<file path="src/rtl/uart_msg_parser_if.sv">
// Bus between uart_rx, the message parser and the control logic.
// slave: parser side (consumes RX bytes, produces decoded message).
// master: environment side (drives RX bytes, observes decoded message).
interface uart_msg_parser_if;
  logic       rx_data_valid;
  logic [7:0] rx_byte;
  logic       msg_valid;
  logic       msg_error;
  logic [3:0] sim_id;
  logic [7:0] unit_code;
  logic [2:0] color_out;
  logic       busy;

  modport slave (
    input  rx_data_valid, rx_byte,
    output msg_valid, msg_error, sim_id, unit_code, color_out, busy
  );

  modport master (
    output rx_data_valid, rx_byte,
    input  msg_valid, msg_error, sim_id, unit_code, color_out, busy
  );
endinterface

</file>
<file path="src/rtl/uart_msg_parser.sv">
// uart_msg_parser: parses frames "SI-SIM<d>-<L>-#"<CR> from a UART RX byte stream.
// Pulses msg_valid on a good frame (decoded fields update in the same cycle) and
// msg_error on a malformed or timed-out frame.
// Optional: define UART_PARSER_LED_EN to add led_R/led_G/led_B outputs.
module uart_msg_parser #(
  parameter int unsigned TIMEOUT_CYCLES = 50_000_000,
  parameter int unsigned CNT_W          = 26
) (
  input  logic clk,
  input  logic rst_n,
  uart_msg_parser_if.slave bus
`ifdef UART_PARSER_LED_EN
  ,
  output logic led_R,
  output logic led_G,
  output logic led_B
`endif
);

  typedef enum logic {IDLE, RECV} state_t;

  state_t           state, state_next;
  logic [3:0]       idx, idx_next;
  logic [CNT_W-1:0] timer, timer_next;
  logic             valid_next, error_next;
  logic             cap_digit, cap_letter;
  logic             byte_ok;
  logic [3:0]       shadow_digit;
  logic [7:0]       shadow_letter;

  function automatic logic [2:0] color_of(input logic [7:0] letter);
    case (letter)
      "P":     color_of = 3'b001;
      "W":     color_of = 3'b010;
      "N":     color_of = 3'b100;
      default: color_of = 3'b000;
    endcase
  endfunction

  // Does rx_byte match the template slot at idx
  always_comb begin
    byte_ok = 1'b0;
    case (idx)
      4'd0, 4'd3:        byte_ok = (bus.rx_byte == "S");
      4'd1, 4'd4:        byte_ok = (bus.rx_byte == "I");
      4'd2, 4'd7, 4'd9:  byte_ok = (bus.rx_byte == "-");
      4'd5:              byte_ok = (bus.rx_byte == "M");
      4'd6:              byte_ok = (bus.rx_byte >= "0") && (bus.rx_byte <= "9");
      4'd8:              byte_ok = (bus.rx_byte >= "A") && (bus.rx_byte <= "Z");
      4'd10:             byte_ok = (bus.rx_byte == "#");
      4'd11:             byte_ok = (bus.rx_byte == 8'h0D);
      default:           byte_ok = 1'b0;
    endcase
  end

  // Next-state, index, timer and pulse decisions
  always_comb begin
    state_next = state;
    idx_next   = idx;
    timer_next = timer;
    valid_next = 1'b0;
    error_next = 1'b0;
    cap_digit  = 1'b0;
    cap_letter = 1'b0;
    case (state)
      IDLE: begin
        if (bus.rx_data_valid && bus.rx_byte == "S") begin
          state_next = RECV;
          idx_next   = 4'd1;
          timer_next = '0;
        end
      end
      RECV: begin
        // A strobe in the timer-expiry cycle wins over the timeout.
        if (bus.rx_data_valid) begin
          timer_next = '0;
          if (byte_ok) begin
            if (idx == 4'd11) begin
              valid_next = 1'b1;
              state_next = IDLE;
              idx_next   = '0;
            end else begin
              idx_next   = idx + 4'd1;
              cap_digit  = (idx == 4'd6);
              cap_letter = (idx == 4'd8);
            end
          end else begin
            error_next = 1'b1;
            if (bus.rx_byte == "S") begin
              idx_next = 4'd1;
            end else begin
              state_next = IDLE;
              idx_next   = '0;
            end
          end
        end else if (timer == CNT_W'(TIMEOUT_CYCLES - 1)) begin
          error_next = 1'b1;
          state_next = IDLE;
          idx_next   = '0;
          timer_next = '0;
        end else begin
          timer_next = timer + 1'b1;
        end
      end
      default: begin
        state_next = IDLE;
        idx_next   = '0;
        timer_next = '0;
      end
    endcase
  end

  // State, index, timer and output registers
  always_ff @(posedge clk) begin
    if (!rst_n) begin
      state         <= IDLE;
      idx           <= '0;
      timer         <= '0;
      shadow_digit  <= '0;
      shadow_letter <= '0;
      bus.msg_valid <= 1'b0;
      bus.msg_error <= 1'b0;
      bus.sim_id    <= '0;
      bus.unit_code <= '0;
      bus.color_out <= '0;
    end else begin
      state         <= state_next;
      idx           <= idx_next;
      timer         <= timer_next;
      bus.msg_valid <= valid_next;
      bus.msg_error <= error_next;
      if (cap_digit)  shadow_digit  <= bus.rx_byte[3:0];
      if (cap_letter) shadow_letter <= bus.rx_byte;
      if (valid_next) begin
        bus.sim_id    <= shadow_digit;
        bus.unit_code <= shadow_letter;
        bus.color_out <= color_of(shadow_letter);
      end
    end
  end

  assign bus.busy = (state == RECV);

`ifdef UART_PARSER_LED_EN
  // LEDs follow the colour of each accepted frame
  always_ff @(posedge clk) begin
    if (!rst_n) begin
      led_R <= 1'b0;
      led_G <= 1'b0;
      led_B <= 1'b0;
    end else if (valid_next) begin
      led_R <= color_of(shadow_letter)[0];
      led_G <= color_of(shadow_letter)[2];
      led_B <= color_of(shadow_letter)[1];
    end
  end
`endif

endmodule

</file>
<file path="src/flat_wrapper.sv">
// flat-port wrapper written by rule: the top's interface ports become plain ports
module uart_msg_parser_flat 
#(
  parameter int unsigned TIMEOUT_CYCLES = 50_000_000,
  parameter int unsigned CNT_W          = 26
)
  (clk, rst_n, bus_rx_data_valid, bus_rx_byte, bus_msg_valid, bus_msg_error, bus_sim_id, bus_unit_code, bus_color_out, bus_busy);
  uart_msg_parser_if bus_i ();
  input  logic clk;
  input  logic rst_n;
  input wire logic [$bits(bus_i.rx_data_valid)-1:0] bus_rx_data_valid;
  input wire logic [$bits(bus_i.rx_byte)-1:0] bus_rx_byte;
  output wire logic [$bits(bus_i.msg_valid)-1:0] bus_msg_valid;
  output wire logic [$bits(bus_i.msg_error)-1:0] bus_msg_error;
  output wire logic [$bits(bus_i.sim_id)-1:0] bus_sim_id;
  output wire logic [$bits(bus_i.unit_code)-1:0] bus_unit_code;
  output wire logic [$bits(bus_i.color_out)-1:0] bus_color_out;
  output wire logic [$bits(bus_i.busy)-1:0] bus_busy;
  assign bus_i.rx_data_valid = bus_rx_data_valid;
  assign bus_i.rx_byte = bus_rx_byte;
  assign bus_msg_valid = bus_i.msg_valid;
  assign bus_msg_error = bus_i.msg_error;
  assign bus_sim_id = bus_i.sim_id;
  assign bus_unit_code = bus_i.unit_code;
  assign bus_color_out = bus_i.color_out;
  assign bus_busy = bus_i.busy;
  uart_msg_parser #(.TIMEOUT_CYCLES(TIMEOUT_CYCLES), .CNT_W(CNT_W)) u_core (.clk(clk), .rst_n(rst_n), .bus(bus_i));
endmodule
</file>
<file path="config.mk">
export PLATFORM = sky130hd
export DESIGN_NAME = uart_msg_parser_flat
export DESIGN_NICKNAME = d
export VERILOG_FILES = /design/src/rtl/uart_msg_parser_if.sv /design/src/rtl/uart_msg_parser.sv /design/src/flat_wrapper.sv
export SDC_FILE = /design/constraint.sdc
export NUM_CORES = 1
export LEC_CHECK = 0
export BUFFER_PORTS_ARGS = -buffer_cell sky130_fd_sc_hd__buf_2
export CAP_MARGIN = 20
export CORE_MARGIN = 3
export CORE_UTILIZATION = 30
export CTS_CLUSTER_SIZE = 8
export DETAILED_ROUTE_END_ITERATION = 10
export HOLD_SLACK_MARGIN = 0.08
export PLACE_DENSITY = 0.49
export SETUP_SLACK_MARGIN = 0.2
export SYNTH_ARGS = -nofsm -noshare
export SYNTH_HDL_FRONTEND = slang
export SYNTH_SLANG_ARGS = --single-unit
</file>
<file path="constraint.sdc">
create_clock -name clk -period 4.5 [get_ports clk]
set_clock_uncertainty 0.2 [all_clocks]
set_input_delay 1.35 -clock clk [delete_from_list [all_inputs] [get_ports clk]]
set_output_delay 1.35 -clock clk [all_outputs]
set_load 0.02 [all_outputs]
</file>
# == Word-level counts from Yosys, hierarchy flattened ==
# Index checks and enable logic that the tools add are counted.
# totals
ff_bits,60
wordCells,84
out_inout_bits,18
in_bits,11
# op_classes
mux,35
n_reduce_logical,9
eq_ne,23
n_addsub,2
n_bitwise,1
order_cmp,4
# ops
cell,n
$mux 26,3
$pmux 26 s2,1
$eq 8x7->1 const B,6
$add 26x1->26 const B,1
$eq 26x26->1 const B,1
$mux 1,22
$mux 4,5
$eq 4x3->1 const B,4
$eq 4x4->1 const B,4
$eq 8x6->1 const B,2
$pmux 3 s3,1
$eq 4x2->1 const B,2
$eq 8x4->1 const B,1
$ge 8x6->1 const B,1
$ge 8x7->1 const B,1
$le 8x6->1 const B,1
$le 8x7->1 const B,1
$pmux 1 s8,1
$pmux 4 s2,1
$add 4x1->4 const B,1
$eq 4x1->1 const B,1
$logic_not 4->1,1
$reduce_and 2->1,2
$reduce_or 2->1,2
other kinds (6),8

# == Logic depth before layout (Yosys ltp) ==
# Gate-level depths: netlist of run 1.
# logic_depth
ltp_word,6
depth_mapped,10
mapped_depth_nobuf,8

# == Worst setup path before layout of run 1 ==
# Ideal clock, no wire load.
# synth_timing
path_kind,input to register
start,in bus_rx_byte[0]
end,reg u_core.bus.color_out[1]
required_ns,4.228
path_stages,8
arrival_time_ns,3.445
slack_ns,0.783
n_path_buf,2
setup_time_ns,0.072
cell_sequence,inv_1 -> a2111oi_4 -> o221ai_1 -> or4_1 -> buf_6 -> a2111oi_4 -> buf_6 -> mux2i_1
# synth_via
elab_chain_len,6
elab_cells_between_ends,16
classes_between,order compare (4); eq/ne (6); mux (4); reduce/logical (2)
# synth_rtl
element,line_no,text
from (decl),flat_wrapper.sv:12,input wire logic [$bits(bus_i.rx_byte)-1:0] bus_rx_byte;
"$ge 8x7->1, or another cell as far along",uart_msg_parser.sv:49,"4'd8: byte_ok = (bus.rx_byte >= ""A"") && (bus.rx_byte <= ""Z"");"
$logic_and 1x1->1 (on tied branches),"uart_msg_parser.sv:49, uart_msg_parser.sv:48",
$pmux 1 s8 *,uart_msg_parser.sv:43,case (idx)
$mux 1 *,uart_msg_parser.sv:77,if (byte_ok) begin
$mux 1 *,uart_msg_parser.sv:75,if (bus.rx_data_valid) begin
$mux 1 *,uart_msg_parser.sv:65,case (state)
to (signal assigned),uart_msg_parser.sv:137,bus.color_out <= color_of(shadow_letter);
to (decl),uart_msg_parser_if.sv:16,"output msg_valid, msg_error, sim_id, unit_code, color_out, busy"
# Every way passes the cells marked *; elsewhere a longest branch is shown, timed or not.
# A chain may end at the register's enable or synchronous reset.

# == Worst setup path after layout of run 1 ==
# layout_timing
start,in bus_rx_byte[0]
end,reg u_core.bus.unit_code[1]
# layout_via
elab_chain_len,6
elab_cells_between_ends,16
classes_between,order compare (4); eq/ne (6); mux (4); reduce/logical (2)
# layout_rtl
element,line_no,text
"$ge 8x7->1, or another cell as far along",uart_msg_parser.sv:49,
$logic_and 1x1->1 (on tied branches),"uart_msg_parser.sv:49, uart_msg_parser.sv:48",
$pmux 1 s8 *,uart_msg_parser.sv:43,
$mux 1 *,uart_msg_parser.sv:77,
$mux 1 *,uart_msg_parser.sv:75,
$mux 1 *,uart_msg_parser.sv:65,
to (signal assigned),uart_msg_parser.sv:136,bus.unit_code <= shadow_letter;
to (decl),uart_msg_parser_if.sv:16,
# Marks and branches as above.

==> flow_metrics.tcl, run 1 <==
set metrics [dict create \
    status "finished clean" \
    grt_pass1_vias 2686 \
    synth_commonest_cells "dfxtp_1 (60), nand2_1 (56), nor2_1 (31), mux2i_1 (26)" \
    synth_most_common_cell "dfxtp_1" \
    final-hold-violation-count 0 \
    numPlacedInstances 540 \
    async_flop_share_pct 0 \
    core_area_sq_mm 0.0106 \
    drc 0 \
    vdd_drop_max_v 0.000151 \
    cp-end-kind "flip-flop" \
    synth_top_area_share_pct 36.2 \
    clockRootBuffer "clkbuf_8" \
    grt_max_degree 46 \
    synthCells 392 \
    setup_viol 0 \
    drt-vias-per-instance 5.27 \
    overflow 0 \
    power.leakage_nw 1.38 \
    worstSetupPathType "in -> reg" \
    cts_hold_buf 0 \
    die-area_sq_mm 0.0124 \
    ctsHtreeMaxLevel 3 \
    synth_top_cell_by_area "dfxtp_1" \
    hold_slack_ns 0.251 \
    fmax_mhz 276 \
    grt_antenna_before_repair 0 \
    drt-total-wl_microns 8080 \
    gp_congestion 0.808 \
    ys.flop_type "dfxtp_1" \
    grt_pass1_wl_microns 13800 \
    reg2regPathDepth 9 \
    tns_ns 0 \
    post-cts-setup-buffers 0 \
    io_pins 29 \
    cp_data_required_time_ns 4.57 \
    rows 37 \
    final_cells 556 \
    avgSynthCellArea_sq_um 8.46 \
    initial_core_util_pct 31.4 \
    hpwl_microns 5670 \
    whs_path_depth 2 \
    syn_nets 408 \
    arrival_ns 3.69 \
    synth_seq_cells 60 \
    rsz0062_at_grt "false" \
    synth_cell_type_count 59 \
    finalCriticalPeriod_ns 3.62 \
    clk_path_buf_depth 2 \
    cap_violations 0 \
    drive_gt1_share_pct 15.2 \
    numCtsBuffers 9 \
    yosysWarnings 0 \
    p_per_area_mw_per_mm2 285 \
    clock_latency_ns 0.34 \
    crit_fanout 15 \
    slew_headroom_pct 48.2 \
    synth_area_leaders "dfxtp_1 (36%), mux2i_1 (7.8%), nand2_1 (6.3%), nor2_1 (3.5%), o21ai_0 (2.7%)" \
    fin_total_pwr_w 0.00108 \
    cts_tree "done" \
    initialDrtViolationCount 148 \
    portBuffers 28 \
    hold_path.class "reg -> reg" \
    fin_util_pct 35.7 \
    clk_pin_slew_ns 0.08 \
    ant_nets 0 \
    syn_to_final_growth_pct 13.6 \
    die_h_microns 111 \
    syn_area_sq_mm 0.00332 \
    grtUsageTotal_pct 13.4 \
    via_count 2929 \
    nets 431 \
    ys_seq_area_share_pct 36.2 \
    cts_sinks 60 \
    synth-edff-count 0 \
    first_pass_iters 4 \
    post-route-period-util_pct 80.5 \
    wl_per_cell_microns 14.5 \
    tightest_slew_ns 0.776 \
    crit_path_start_kind "input pin" \
    die_w_microns 111 \
    n_antenna_cell 0 \
    post_cts_resized 0 \
    finalMaxSlewViolations 0 \
]
-- critical path, cell delays in order --
cell       delay (ns)
buf_2            0.12
inv_1            0.07
a2111oi_4        0.31
o221ai_1         0.19
or4_1            0.74
a2111oi_4        0.35
buf_4            0.33
mux2i_1          0.22
-- placed cells by master, fill, tap and decap left out, drive strengths merged, types with 3 or more instances in the layout --
master   instances
clkbuf           9
a31oi           11
o2111ai          3
nand2           56
nor3             8
nor3b            6
nor2            31
nor4bb           3
nand2b           3
a21boi           3
dfxtp           60
ha               5
o221a            3
xor2             4
o311a            4
nor4             3
a2111oi          3
o21ai           18
o211ai           9
and4             3
and3            13
nand3           15
a21oi           16
nor2b            5
mux2i           26
o211a            3
inv             13
nand4            7
buf             35
and3b            5
-- metrics by stage --
| step | setup WS (ns) | instance area [sq um] |
|---|---|---|
| global placement | 0.632 | 3560 |
| CTS | 0.888 | 3770 |
| floorplan | 0.783 | 3320 |
| finish | 0.878 | 3770 |
| detailed placement | 0.514 | 3560 |
| global route | 0.765 | 3770 |
-- kinds of logic after synthesis --
logic type | count (synthesis) | share of synthesized area (%)
compound gates | 89 | 20.7
xor+xnor | 5 | 1.32
fa+ha+maj | 5 | 1.89
buf+inv | 33 | 4.68
flops | 60 | 36.2
mux | 27 | 8.18
simple gates | 173 | 27.1
-- layout make-up --
class	instances	area, sq um
inverters	10	37.5
clock buffers	9	124
clock inverters	7	81.3
well taps	136	170
repair buffers	35	193
fillers	1117	6790
multi-input cells	299	1960
flip-flops and latches	60	1200
-- final timing paths --
kind,from,end,slack (ns)
worst min-delay path,u_core.bus.unit_code[5],u_core.bus.unit_code[5],0.25
worst min register to register,u_core.bus.unit_code[5],u_core.bus.unit_code[5],0.25
worst max-delay path,bus_rx_byte[0],u_core.bus.unit_code[1],0.88
worst max register to register,u_core.idx[1],u_core.bus.unit_code[1],1.10
-- where the power goes --
group          internal (W)  switching [W]
clock network      0.000263       0.000244
logic             0.0000115      0.0000256
registers          0.000531    0.000000246
total              0.000805       0.000270
-- routing by layer --
| metal | GRT usage (%) | share of wire, % |
|---|---|---|
| met2 | 19.0 | 43 |
| met4 | 4.79 | 1.1 |
| met5 | 0 | 0 |
| met3 | 2.84 | 3.5 |
| met1 | 19.7 | 53 |
-- state kept, by name (all words and copies together), names as in the netlist --
signal / cells
u_core.timer: 26
u_core.bus.unit_code: 8
u_core.shadow_letter: 8
u_core.bus.sim_id: 4
u_core.idx: 4
u_core.shadow_digit: 4
u_core.bus.color_out: 3
u_core.bus.busy: 1
u_core.bus.msg_error: 1
u_core.bus.msg_valid: 1
(Power assumes the default switching activity.)
==> run 2, diff against run 1 <==
==> constraint.sdc (replaced) <==
create_clock -name clk -period 3.7 [get_ports clk]
set_clock_uncertainty 0.2 [all_clocks]
set_input_delay 1.11 -clock clk [delete_from_list [all_inputs] [get_ports clk]]
set_output_delay 1.11 -clock clk [all_outputs]
set_load 0.02 [all_outputs]
==> run 2 against run 1 <==
Net effect:
- worst setup slack lost 0.50 ns
- die area is the same
- clock power grew 48%
- core utilization grew 0.79 points
- final area grew 2.2%
- sequential share of layout area shrank 0.69 points
- sequential power grew 22%
- via count grew 1.4%
- critical endpoint is now u_core.bus.unit_code[7]
- first-iteration DRC count grew 3.4%
- global-route usage grew 0.90 points
- cell count grew 0.90%
==> flow_metrics.tcl, run 2 (same netlist as run 1, synthesis figures left out) <==
set metrics [dict create \
    status "finished clean" \
    cts_tree "done" \
    initialDrtViolationCount 153 \
    hp-start "u_core.bus.sim_id[1]" \
    placedInstanceArea_sq_mm 0.00360 \
    numCtsBuffers 9 \
    nets 436 \
    fmax_mhz 301 \
    worstSetupPathType "in -> reg" \
    crit_path_start_kind "input pin" \
    multi_input_area_sq_mm 0.00196 \
    core_area_sq_mm 0.0106 \
    finalMaxSlewViolations 0 \
    drt-vias-per-instance 5.30 \
    syn_to_final_growth_pct 16.1 \
    p_per_area_mw_per_mm2 375 \
    crit_chain "buf_2 -> inv_1 -> a2111oi_4 -> o221ai_1 -> or4_1 -> a2111oi_4 -> buf_4 -> mux2i_1" \
    fin_total_pwr_w 0.00144 \
    arrival_ns 3.41 \
    reg2reg_from "u_core.idx[1]" \
    largest_register_ffs 26 \
    cap_violations 0 \
    cts_hold_buf 0 \
    critical_path_buf_inv_count 3 \
    tns_ns 0 \
    nFillCells 1098 \
    grt_max_degree 36 \
    r2r-end "u_core.bus.unit_code[7]" \
    grt_pass1_wl_microns 14600 \
    grt_antenna_before_repair 0 \
    cp-end-kind "flip-flop" \
    grt_pass1_vias 2881 \
    min_to "u_core.bus.sim_id[1]" \
    seqCellArea_sq_mm 0.00120 \
    reg2regPathDepth 9 \
    finalCriticalPeriod_ns 3.32 \
    cp_data_required_time_ns 3.79 \
    portBuffers 28 \
    vdd_drop_max_v 0.000207 \
    hpwl_microns 5920 \
    tightest_slew_ns 0.686 \
    io_pins 29 \
    rsz0062_at_grt "false" \
    clk_path_buf_depth 2 \
    cts_sinks 60 \
    initial_core_util_pct 31.4 \
    gp_congestion 0.809 \
    clock_latency_ns 0.35 \
    slowest_stage "or4_1" \
    drc 0 \
    wl_per_cell_microns 15.0 \
    die-area_sq_mm 0.0124 \
    critPathMostFrequentCell "a2111oi_4" \
    setup_viol 0 \
    fin_area_sq_mm 0.00385 \
    post-route-period-util_pct 89.9 \
    regMostFlops "u_core.timer" \
    final_cell_mix "dfxtp_1 (60), nand2_1 (56), nor2_1 (31), buf_2 (28), mux2i_1 (26)" \
    whs_path_depth 2 \
    die_w_microns 111 \
    slew_headroom_pct 53.9 \
    r2r_slack_ns 0.40 \
    via_count 2971 \
    clockRootBuffer "clkbuf_8" \
    die_h_microns 111 \
    post-cts-setup-buffers 0 \
    layout_commonest_cell "dfxtp_1" \
    n_antenna_cell 0 \
    final-hold-violation-count 0 \
    reg.largest.list "u_core.timer x26, u_core.bus.unit_code x8, u_core.shadow_letter x8" \
    ctsHtreeMaxLevel 3 \
    first_pass_iters 4 \
    rows 37 \
    hold_path.class "reg -> reg" \
    power.leakage_nw 1.42 \
    max_stage_delay_ns 0.73 \
    drive_gt1_share_pct 16.5 \
    crit_family "compound AO/OA/AOI/OAI gates" \
    grtUsageTotal_pct 14.3 \
    clk_pin_slew_ns 0.09 \
    crit_fanout 8 \
    drt-total-wl_microns 8440 \
    overflow 0 \
    ant_nets 0 \
]
==> run 2: cell types whose count changed in the layout (fill, tap and decap cells not counted), sizes merged <==
cell / delta
buf: +5
clkinv: +2
bufinv: +2
inv: -3
clkinvlp: -1
==> run 2: cell type report <==
type                    count  share of cell area, %
clock buffers               9                   3.22
clock inverters             7                   3.25
inverters                  10                  0.974
well taps                 136                   4.42
repair buffers             40                   5.98
flip-flops and latches     60                   31.2
multi-input cells         299                   51.0
==> run 2: metrics by stage <==
step | hold slack [ns] | instances | setup WS [ns] | util [%]
2_1_floorplan | 0.233 | 392 | 0.223 | -
3_3_place_gp | 0.241 | 545 | 0.0701 | 34.1
3_5_place_dp | 0.250 | 545 | -0.0194 | 34.1
4_1_cts | 0.261 | 561 | 0.341 | 36.5
5_1_grt | 0.275 | 561 | 0.206 | 36.5
6_report | 0.260 | 561 | 0.375 | 36.5
==> run 2: per-layer routing <==
layer	vias up	GRT usage, %	wire length (microns)
li1	1500	-	-
met1	1408	20.1	4300
met2	50	21.0	3660
met3	13	3.93	355
met4	0	4.54	127
met5	-	0	0
==> run 2: repair_timing <==
| item | CTS | global route |
|---|---|---|
| setup endpoints to repair | 0 | 17 |
| endpoints found under the hold margin | 0 | 0 |
| gates resized for setup | 0 | 1 |
==> run 2: worst max-delay path by stage <==
stage	startpoint	endpoint	slack, ns	cells past startpoint
after floorplan	bus_rx_byte[0]	u_core.bus.color_out[1]	0.22	8
after global placement	bus_rx_byte[0]	u_core.bus.unit_code[7]	0.07	8
after detailed placement	bus_rx_byte[0]	u_core.bus.unit_code[7]	-0.02	8
after CTS	u_core.idx[0]	u_core.bus.unit_code[7]	0.34	8
after global routing	u_core.idx[0]	u_core.bus.unit_code[7]	0.21	9
final	bus_rx_byte[0]	u_core.bus.unit_code[7]	0.38	8
==> run 2: power breakdown <==
part	total [W]	internal, W	switching (W)	leakage (nW)
logic	0.0000463	0.0000148	0.0000315	0.818
clock network	0.000752	0.000452	0.000300	0.124
registers	0.000646	0.000645	0.000000308	0.483
==> run 2: worst min-delay path, stage by stage, from the launching register on <==
cell	delay (ns)
dfxtp_1	0.31
nand2_1	0.05
mux2i_1	0.05
